===== src/rtl/bpf_amplitude_detector.sv =====
// Peak-to-peak amplitude detector for the band-pass FIR output stream.
// Reports per-window max/min/amplitude and a hysteresis tone flag.
module bpf_amplitude_detector #(
  parameter int DW      = 21,
  parameter int WIN_LEN = 1024,
  parameter int SETTLE  = 8,
  parameter int TH_ON   = 4096,
  parameter int TH_OFF  = 2048
) (
  input  logic          clk,
  input  logic          rst_n,
  input  logic          in_en,
  input  logic [DW-1:0] data_in,
  output logic          amp_valid,
  output logic [DW-1:0] amp_out,
  output logic [DW-1:0] peak_max,
  output logic [DW-1:0] peak_min,
  output logic          tone_present
);

  localparam int CW = $clog2(WIN_LEN);
  localparam int SW = (SETTLE > 1) ? $clog2(SETTLE) : 1;
  localparam int SL = (SETTLE > 0) ? SETTLE - 1 : 0;

  localparam logic [CW-1:0] WIN_LAST = CW'(WIN_LEN - 1);
  localparam logic [SW-1:0] SET_LAST = SW'(SL);
  localparam logic [DW-1:0] ON_TH    = DW'(TH_ON);
  localparam logic [DW-1:0] OFF_TH   = DW'(TH_OFF);

  typedef enum logic [1:0] {
    IDLE,
    SETL,
    MEAS
  } state_t;

  state_t        state;
  state_t        state_n;
  logic [SW-1:0] set_cnt;
  logic [SW-1:0] set_cnt_n;
  logic [CW-1:0] win_cnt;
  logic [DW-1:0] run_max;
  logic [DW-1:0] run_min;
  logic [DW-1:0] cur_max;
  logic [DW-1:0] cur_min;
  logic [DW-1:0] amp_n;
  logic          take;
  logic          seed;
  logic          close;

  // Next state: settle flush, then measure; in_en low aborts anywhere.
  always_comb begin
    state_n   = state;
    set_cnt_n = set_cnt;
    take      = 1'b0;
    unique case (state)
      IDLE: begin
        if (in_en) begin
          if (SETTLE == 0) begin
            take    = 1'b1;
            state_n = MEAS;
          end else if (SETTLE == 1) begin
            state_n = MEAS;
          end else begin
            state_n   = SETL;
            set_cnt_n = SW'(1);
          end
        end
      end
      SETL: begin
        if (!in_en) begin
          state_n   = IDLE;
          set_cnt_n = '0;
        end else if (set_cnt == SET_LAST) begin
          state_n   = MEAS;
          set_cnt_n = '0;
        end else begin
          set_cnt_n = set_cnt + 1'b1;
        end
      end
      MEAS: begin
        if (!in_en) state_n = IDLE;
        else        take    = 1'b1;
      end
      default: state_n = IDLE;
    endcase
  end

  // Running extremes including the current sample; index 0 re-seeds.
  always_comb begin
    seed    = (win_cnt == '0);
    cur_max = (seed || data_in > run_max) ? data_in : run_max;
    cur_min = (seed || data_in < run_min) ? data_in : run_min;
    close   = take && (win_cnt == WIN_LAST);
    amp_n   = cur_max - cur_min;
  end

  // Control state and settle counter.
  always_ff @(posedge clk or negedge rst_n) begin
    if (!rst_n) begin
      state   <= IDLE;
      set_cnt <= '0;
    end else begin
      state   <= state_n;
      set_cnt <= set_cnt_n;
    end
  end

  // Window index and running extremes; cleared whenever not measuring.
  always_ff @(posedge clk or negedge rst_n) begin
    if (!rst_n) begin
      win_cnt <= '0;
      run_max <= '0;
      run_min <= '1;
    end else if (take) begin
      win_cnt <= close ? '0 : win_cnt + 1'b1;
      run_max <= cur_max;
      run_min <= cur_min;
    end else begin
      win_cnt <= '0;
      run_max <= '0;
      run_min <= '1;
    end
  end

  // Result registers and hysteresis flag, updated on window close.
  always_ff @(posedge clk or negedge rst_n) begin
    if (!rst_n) begin
      amp_valid    <= 1'b0;
      amp_out      <= '0;
      peak_max     <= '0;
      peak_min     <= '0;
      tone_present <= 1'b0;
    end else begin
      amp_valid <= close;
      if (close) begin
        peak_max <= cur_max;
        peak_min <= cur_min;
        amp_out  <= amp_n;
        if (amp_n >= ON_TH)      tone_present <= 1'b1;
        else if (amp_n < OFF_TH) tone_present <= 1'b0;
      end
    end
  end

endmodule


===== config.mk =====
export PLATFORM = sky130hd
export DESIGN_NAME = bpf_amplitude_detector
export DESIGN_NICKNAME = d
export VERILOG_FILES = /design/src/rtl/bpf_amplitude_detector.sv
export SDC_FILE = /design/constraint.sdc
export NUM_CORES = 1
export LEC_CHECK = 0
export ABC_AREA = 1
export BUFFER_PORTS_ARGS = -buffer_cell sky130_fd_sc_hd__buf_2
export CAP_MARGIN = 20
export CORE_AREA = 2 2 122 213
export CTS_BUF_LIST = sky130_fd_sc_hd__clkbuf_4 sky130_fd_sc_hd__clkbuf_8
export CTS_CLUSTER_DIAMETER = 150
export DETAILED_ROUTE_END_ITERATION = 12
export DIE_AREA = 0 0 124 215
export SLEW_MARGIN = 20
export SYNTH_ARGS = -nofsm -noshare
export SYNTH_HDL_FRONTEND = slang
export SYNTH_SLANG_ARGS = --single-unit

===== constraint.sdc =====
create_clock -name clk -period 4.5 [get_ports clk]
set_input_delay 0.225 -clock clk [delete_from_list [all_inputs] [get_ports clk]]
set_output_delay 0.225 -clock clk [all_outputs]
set_load 0.005 [all_outputs]

After elaboration in Yosys (flattened, before gate mapping)
Index checks and enable logic that the tools add are counted.
- add/sub/neg operators: 3
- muxes and demuxes: 19
- $lt $le $gt $ge: 4
- eq/ne operators: 7
- reductions and logical operators: 10
- operator list (kind ; count):
    $mux W21 ; 4
    $ge A21 B13 Y1 const B ; 1
    $gt A21 B21 Y1 ; 1
    $lt A21 B12 Y1 const B ; 1
    $lt A21 B21 Y1 ; 1
    $sub A21 B21 Y21 ; 1
    $mux W10 ; 2
    $add A10 B1 Y10 const B ; 1
    $eq A10 B10 Y1 const B ; 1
    $logic_not A10 Y1 ; 1
    $mux W3 ; 3
    $mux W2 ; 4
    $pmux W2 S3 ; 1
    $pmux W3 S2 ; 1
    $mux W1 ; 4
    $ne A2 B2 Y1 const B ; 2
    $reduce_and A2 Y1 ; 2
    $reduce_bool A2 Y1 ; 2
    $add A3 B1 Y3 const B ; 1
    $eq A3 B3 Y1 const B ; 1
    $ne A3 B3 Y1 const B ; 1
    $reduce_and A3 Y1 ; 1
    $eq A2 B1 Y1 const B ; 1
    $eq A2 B2 Y1 const B ; 1
    other kinds (3) ; 4
- register bits: 122
- input port bits: 24
- logic and storage cells: 53
- output and inout port bits: 65

Depth between registers and ports, before layout
Gate-level depths: netlist of run 1.
- depth in word-level cells: 7
- gate-level depth with buffers: 30
- gate-level depth less buffers: 29

Worst setup path after synthesis of run 1
Ideal clock, no wire load.
- kind: flip-flop to flip-flop
- start point: reg run_min[20]
- end point: reg tone_present
- clock period less this slack: 3385 ps
- data required time: 4374 ps
- path buffers: 1
- slack: 1115 ps
- setup time: 126 ps
- arrival: 3259 ps
- stages on the path, launching flop included: 26
- cell sequence: dfstp_2 -> inv_1 -> ha_1 -> nand2_1 -> nor2_1 -> nand2_1 -> nor2_1 -> nand2_1 -> nand3_1 -> nand2_1 -> buf_4 -> o21ai_1 -> inv_1 -> fa_1 -> o21ai_2 -> nand2_1 -> nand2_1 -> nand2_1 -> nand2_1 -> nand2_1 -> nand2_1 -> nand3_1 -> nor2_1 -> nand4_1 -> nand2_1 -> nand3_1
- cells in the longest elaborated chain, start to end: 7
- elaborated cells on any way between the ends: 9
- those cells by class: add/sub: 1; order compare: 3; mux: 2; reduce/logical: 3
- RTL lines (element ; RTL line ; RTL):
    from (decl) ; 42 ; logic [DW-1:0] run_min;
    from (signal assigned) ; 117 ; run_min <= cur_min;
    $lt A21 B21 Y1 * ; 92 ; cur_min = (seed || data_in < run_min) ? data_in : run_min;
    $logic_or A1 B1 Y1 * ; 92 ;
    $mux W21 * ; 92 ;
    via cur_min[1] ; 44 ; logic [DW-1:0] cur_min;
    $sub A21 B21 Y21 * ; 94 ; amp_n = cur_max - cur_min;
    $ge A21 B13 Y1 or $lt A21 B12 Y1 (tied branches) ; 139, 140 ;
    $reduce_bool A2 Y1 (no line) ; - ;
    $reduce_and A2 Y1 (no line) ; - ;
    to (signal assigned) ; 132 ; tone_present <= 1'b0;
    to (signal assigned) ; 139 ; if (amp_n >= ON_TH) tone_present <= 1'b1;
    to (signal assigned) ; 140 ; else if (amp_n < OFF_TH) tone_present <= 1'b0;
    to (decl) ; 18 ; output logic tone_present
The timed path passes the listed nets; every way through them passes the cells marked *.
A chain may end at the register's enable or synchronous reset.

Final worst setup path of run 1
- start point: reg run_max[16]
- end point: reg tone_present
- cells in the longest elaborated chain, start to end: 7
- elaborated cells on any way between the ends: 9
- those cells by class: add/sub: 1; order compare: 3; mux: 2; reduce/logical: 3
- RTL lines (element ; RTL line ; RTL):
    from (decl) ; 41 ; logic [DW-1:0] run_max;
    from (signal assigned) ; 116 ; run_max <= cur_max;
    $gt A21 B21 Y1 ; 91 ; cur_max = (seed || data_in > run_max) ? data_in : run_max;
    $logic_or A1 B1 Y1 ; 91 ;
    $mux W21 * ; 91 ;
    via cur_max[16] ; 43 ; logic [DW-1:0] cur_max;
    $sub A21 B21 Y21 * ; 94 ;
    $ge A21 B13 Y1 or $lt A21 B12 Y1 (tied branches) ; 139, 140 ;
    $reduce_bool A2 Y1 (no line) ; - ;
    $reduce_and A2 Y1 (no line) ; - ;
Marks and branches as above.

==> results of run 1 <==
## state kept, by name, summed over array words and instances, names as in the netlist
register      flops
tone_present      1
win_cnt          10
run_min          21
state             2
amp_out          21
peak_max         21
amp_valid         1
run_max          21
peak_min         21
set_cnt           3
## layer usage
layer / track usage (%) / vias up
li1: - / 3233
met1: 18.0 / 2998
met2: 30.3 / 121
met3: 3.32 / 49
met4: 9.06 / 0
met5: 0 / -
## worst paths after layout
kind / start / endpoint / slack [ns]
min: in_en / state[1] / 0.04
min reg2reg: amp_out[17] / amp_out[17] / 0.48
max in group asynchronous: rst_n / run_max[4] / 3.16
min in group asynchronous: rst_n / win_cnt[0] / 0.27
max reg2reg: run_max[16] / tone_present / 0.30
max: run_max[16] / tone_present / 0.30
## cells by family (layout without fill, tap and decap cells)
family	count (synthesis)	count (layout)	synth area share [%]
flops	122	122	41.6
simple gates	389	389	21.9
fa+ha+maj	66	66	11.3
xor+xnor	14	14	1.66
other cells	0	1	0
buf+inv	175	294	10.1
compound gates	177	177	13.5
## per-stage QoR
stage | utilization, % | power, mW
floorplan | - | 1.34
global placement | 32.9 | 1.47
detailed placement | 32.9 | 1.47
CTS | 34.7 | 2.59
global route | 34.8 | 2.68
finish | 34.8 | 2.56
## area by class of cell
type | instances | area, sq um | area share (%)
flip-flops and latches | 122 | 3080 | 35.3
well taps | 316 | 395 | 4.53
repair buffers | 112 | 638 | 7.31
clock buffers | 20 | 275 | 3.16
diodes | 1 | 2.50 | 0.0287
clock inverters | 12 | 163 | 1.86
multi-input cells | 646 | 3610 | 41.4
inverters | 150 | 563 | 6.45
## power groups by stage
stage	registers, mW	logic, mW	clock network (mW)
global route	1.11	0.401	1.17
finish	1.10	0.353	1.10
CTS	1.10	0.353	1.13
global placement	1.13	0.349	0
detailed placement	1.13	0.349	0
floorplan	1.13	0.215	0
## repair_timing
action,in CTS,in global routing
resized for setup,0,12
hold endpoints to repair,35,0
hold buffers,1,0
endpoints found under the setup margin,0,1
## placed cells by master (no fill, tap or decap), types with 2 or more instances in the layout
cell / count
buf_4: 23
a21o_1: 2
clkinv_4: 3
xor2_1: 6
nand2_2: 3
nor3b_1: 2
inv_6: 3
nor2_2: 4
o21ai_2: 23
o21ai_0: 26
inv_2: 3
bufinv_16: 3
o21bai_1: 2
nor3_1: 7
a21oi_2: 3
nand2_1: 262
dfstp_2: 21
xnor2_1: 8
o21ai_1: 75
clkbuf_8: 20
nor2_4: 2
a21oi_1: 40
nand4_1: 9
dfrtp_1: 101
ha_1: 65
nand3_1: 26
nor3_2: 3
inv_1: 145
clkinv_1: 2
o31ai_1: 2
nand3b_1: 4
nor2_1: 62
clkinvlp_4: 2
buf_2: 87
## worst register-to-register path: stages (launching register included)
cell,delay [ns]
dfrtp_1,0.36
inv_1,0.05
ha_1,0.28
nand2_1,0.14
inv_1,0.08
nand2_1,0.10
nand2_1,0.07
a21oi_2,0.19
nand3_1,0.10
nand2_1,0.14
nand2_4,0.14
buf_4,0.23
o21ai_1,0.33
inv_1,0.09
ha_1,0.39
nand2_1,0.12
inv_1,0.07
nand2_1,0.08
nor2_1,0.21
nand4_1,0.18
nand3_1,0.17
xor2_1,0.27
nand4_1,0.13
nand2_1,0.08
nand3_1,0.07
==> results.py, run 1 <==
metrics = {
    "outcome": {
        "status": "completed",
    },
    "power_and_ir_drop": {
        "p_seq_share_pct": 43.1,
        "peakVddDrop_v": 0.000175,
        "p_per_area_nw_per_um2": 294,
        "p_switching_mw": 0.744,
        "p_int_mw": 1.82,
        "swShare_pct": 29.1,
        "combinationalPowerShare_pct": 13.8,
        "p_leak_nw": 4.79,
        "pwr-share-clk_pct": 43.1,
    },
    "setup_path": {
        "crit_top_cell": "nand2_1",
        "cpLargestDelayFamily": "simple AND/OR/NAND/NOR gates",
        "cp-end-kind": "flip-flop",
        "critical_path_peak_fanout": 13,
        "cp-start-kind": "flip-flop",
        "cp_slowest_cell": "ha_1",
        "crit_type": "flip-flop to flip-flop",
        "cp.arrival_ns": 4.56,
        "path_buf_inv": 5,
        "critPathMaxStageDelay_ns": 0.39,
        "cp.required_ns": 4.86,
        "cp.depth": 24,
        "cp_cell_sequence": "inv_1 -> ha_1 -> nand2_1 -> inv_1 -> nand2_1 -> nand2_1 -> a21oi_2 -> nand3_1 -> nand2_1 -> nand2_4 -> buf_4 -> o21ai_1 -> inv_1 -> ha_1 -> nand2_1 -> inv_1 -> nand2_1 -> nor2_1 -> nand4_1 -> nand3_1 -> xor2_1 -> nand4_1 -> nand2_1 -> nand3_1",
        "reg2regPathDepth": 24,
    },
    "logic_synthesis": {
        "synth_commonest_cells": "nand2_1 (263), inv_1 (145), dfrtp_1 (101), o21ai_1 (70), ha_1 (65)",
        "syn_nets": 1033,
        "ys_types": 41,
        "async_flop_share_pct": 100,
        "synth_top_area_cell": "dfrtp_1",
        "netlist.area_leader.share_pct": 34.2,
        "synth_warnings": 0,
        "synth_edf_count": 0,
        "ys_seq_area_share_pct": 41.6,
        "yosysMostFrequentCell": "nand2_1",
        "synth_seq_cells": 122,
        "synth_cells": 943,
        "netlist_area_sq_um": 7400,
        "synth_area_leaders": "dfrtp_1 (34%), nand2_1 (13%), ha_1 (11%)",
        "avgSynthCellArea_sq_um": 7.84,
        "synthFlopType": "dfrtp_1",
    },
    "die": {
        "boundaryPins": 89,
        "rows": 77,
        "die_w_microns": 124,
        "initial_utilization_pct": 29.5,
        "die_area_sq_um": 26700,
        "die_h_microns": 215,
        "core_area_sq_um": 25000,
    },
    "finish": {
        "nets": 1139,
        "stdcell_count": 1379,
        "syn_to_final_growth_pct": 17.9,
        "nFillCells": 2638,
        "drive_above_1_share_pct": 19.7,
        "fin_area_sq_um": 8720,
    },
    "detailed_routing": {
        "vias": 6401,
        "drtAntennaViolNets": 0,
        "drc": 0,
        "wirelength_microns": 21200,
        "drt_iter0_drc": 290,
        "wl_met2_microns": 11400,
        "wl_met3_microns": 810,
        "wl_per_cell_microns": 15.4,
        "top_layer": "met4",
        "drt-met1-wl_microns": 8080,
        "dr.pass1.iters": 5,
        "vias_per_cell": 4.64,
    },
    "clock_tree": {
        "cts_buffers": 17,
        "htreeDepth": 4,
        "cts_root_buf": "clkbuf_8",
        "path_clk_slew_ns": 0.08,
        "cts_tree": "done",
        "clk-insertion-delay-late_ns": 0.48,
        "cts.sinks": 122,
        "cts_setup_buffers": 0,
        "clockBufferDepth": 2,
    },
    "sta": {
        "slew_headroom_pct": 55.7,
        "hold_viol_final": 0,
        "grt_setup_unrepaired": "no",
        "period_minus_slack_ns": 4.20,
        "fmax_ghz": 0.238,
        "fin_ws_ns": 0.298,
        "drv_slew": 0,
        "tightest_slew_ns": 0.665,
        "setup_violations": 0,
        "holdWs_ns": 0.0355,
        "fin_crit_sh_pct": 93.4,
        "finClkSkew_ns": 0.0129,
        "fin_setup_tns_ns": 0,
    },
    "placed_design": {
        "hpwl_microns": 16500,
        "place.port_buffers": 88,
        "dp_slack_ns": 0.0493,
        "placed_area_sq_um": 8250,
        "place_congestion": 0.922,
        "dpl.cell_count": 1345,
    },
    "grt": {
        "grt_pass1_wl_microns": 33700,
        "antenna_found_initial": 0,
        "overflow": 0,
        "grt_pass1_vias": 6505,
        "track_usage_pct": 16.9,
        "grt_max_degree": 63,
    },
    "hold_path": {
        "min_path_type": "input pin to flip-flop",
        "hold_depth": 3,
    },
    "job": {
        "max_cap_violations": 0,
    },
}
Note: power is estimated with default switching activity, not from simulation.
==> run 2: changes to the inputs <==
- MAX_ROUTING_LAYER: default -> met4
==> results.py, run 2 (synthesis results as in run 1) <==
metrics = {
    "die": {
        "rows": 77,
        "boundaryPins": 89,
        "die_h_microns": 215,
        "die_w_microns": 124,
        "die_area_sq_um": 26700,
        "initial_utilization_pct": 29.5,
        "core_area_sq_um": 25000,
    },
    "finish": {
        "nFillCells": 2673,
        "final_cell_mix": "nand2_1 (263), inv_1 (145), dfrtp_1 (101)",
        "syn_to_final_growth_pct": 17.6,
        "stdcell_count": 1379,
        "multi_input_area_sq_um": 3590,
        "layout_commonest_cell": "nand2_1",
        "seqCellArea_sq_um": 3080,
        "drive_above_1_share_pct": 19.3,
        "nets": 1139,
    },
    "job": {
        "max_cap_violations": 0,
    },
    "power_and_ir_drop": {
        "p_leak_nw": 4.78,
        "peakVddDrop_v": 0.000166,
        "p_per_area_nw_per_um2": 290,
        "p_total_mw": 2.52,
    },
    "grt": {
        "grt_pass1_vias": 6483,
        "top_usage_layer": "met2",
        "met2_usage_pct": 30.0,
        "grt_use_met3_pct": 3.03,
        "antenna_found_initial": 0,
        "grt_pass1_wl_microns": 34000,
        "overflow": 0,
        "grt_max_degree": 58,
        "met1_usage_pct": 18.7,
        "track_usage_pct": 17.2,
    },
    "setup_path": {
        "cp-start-kind": "flip-flop",
        "cp.arrival_ns": 4.50,
        "crit_top_cell": "nand2_1",
        "cp_slowest_cell": "ha_1",
        "critPathMaxStageDelay_ns": 0.38,
        "cp_cell_sequence": "inv_1 -> ha_1 -> a21oi_1 -> nand2_1 -> a21oi_1 -> nand3_1 -> nand2_1 -> nand2_4 -> buf_4 -> o21ai_1 -> inv_1 -> ha_1 -> a21oi_1 -> nand2_1 -> a21oi_1 -> or2_1 -> nand3_1 -> nand2_1 -> nand2_1 -> nor2_1 -> nand4_1 -> nand2_1 -> nand3_1",
        "crit_type": "flip-flop to flip-flop",
        "critical_path_peak_fanout": 11,
        "cp-end-kind": "flip-flop",
        "cp.required_ns": 4.84,
    },
    "detailed_routing": {
        "drc": 0,
        "wirelength_microns": 21100,
        "wl_per_cell_microns": 15.3,
        "vias_per_cell": 4.65,
        "drtAntennaViolNets": 0,
        "vias": 6415,
        "dr.pass1.iters": 7,
        "drt_iter0_drc": 307,
    },
    "hold_path": {
        "min_path_type": "input pin to flip-flop",
    },
    "placed_design": {
        "place_congestion": 0.943,
        "hpwl_microns": 16700,
        "dpl.cell_count": 1345,
        "place.port_buffers": 88,
    },
    "sta": {
        "period_minus_slack_ns": 4.17,
        "finClkSkew_ns": 0.0120,
        "setup_violations": 0,
        "slew_headroom_pct": 44.0,
        "fmax_ghz": 0.240,
        "tightest_slew_ns": 0.839,
        "hold_viol_final": 0,
        "drv_slew": 0,
        "fin_crit_sh_pct": 92.6,
    },
    "clock_tree": {
        "path_clk_slew_ns": 0.07,
        "cts_buffers": 17,
        "cts_tree": "done",
        "clk-insertion-delay-late_ns": 0.46,
        "cts.sinks": 122,
        "clockBufferDepth": 2,
        "cts_root_buf": "clkbuf_8",
        "htreeDepth": 4,
        "cts_setup_buffers": 0,
    },
    "outcome": {
        "status": "completed",
    },
}
## run 2: layer usage
| layer | vias up | wire, microns |
|---|---|---|
| met5 | - | 0 |
| li1 | 3221 | - |
| met3 | 42 | 741 |
| met2 | 136 | 11500 |
| met4 | 0 | 663 |
| met1 | 3016 | 8190 |
## run 2: stage by stage
step / worst slack, ns / utilization (%) / hold slack, ns / cell area [sq um] / setup TNS (ns)
4_1_cts: 0.175 / 34.7 / 0.0190 / 8690 / 0
2_1_floorplan: 1.11 / - / -0.0706 / 7400 / 0
5_1_grt: -0.000986 / 34.7 / 0.0499 / 8690 / -0.000986
3_3_place_gp: 0.174 / 32.9 / 0.345 / 8250 / 0
6_report: 0.333 / 34.7 / 0.0529 / 8700 / 0
3_5_place_dp: 0.172 / 32.9 / 0.345 / 8250 / 0
## run 2: cell type report
type | instances | share of cell area [%]
Sequential cell | 122 | 35.4
Inverter | 150 | 6.47
Multi-Input combinational cell | 646 | 41.3
Clock buffer | 19 | 3.01
Tap cell | 316 | 4.55
Timing Repair Buffer | 112 | 7.34
Antenna cell | 1 | 0.0288
Clock inverter | 13 | 1.93
## run 2: worst paths after layout
kind                       slack [ns]  depth (start not counted)        start            to
setup / recovery                 0.33                         23  run_max[16]  tone_present
hold / removal                   0.05                          3        in_en      state[1]
setup reg to reg                 0.33                         23  run_max[16]  tone_present
hold reg to reg                  0.48                          2  amp_out[12]   amp_out[12]
max in group asynchronous        3.14                          3        rst_n    run_min[8]
min in group asynchronous        0.37                          2        rst_n    win_cnt[2]
## run 2: report_power, final
| group | total (mW) | internal [mW] | switching [mW] | leakage, nW |
|---|---|---|---|---|
| Sequential | 1.10 | 1.10 | 0.00337 | 1.62 |
| Combinational | 0.351 | 0.116 | 0.234 | 2.95 |
| Clock | 1.06 | 0.580 | 0.483 | 0.212 |
## run 2: repair_timing
action,4_1_cts,5_1_grt
hold endpoints to repair,52,0
endpoints found under the setup margin,0,1
resized for setup,0,5
hold buffers,1,0
## run 2: critical path: cells and delay by family, from the launching register on
kind	cells	cell delay, ns
buffers and inverters	3	0.34
AO/OA/AOI/OAI	5	1.20
flip-flops	1	0.35
adder cells (fa/ha/maj)	2	0.66
AND/OR/NAND/NOR	13	1.49
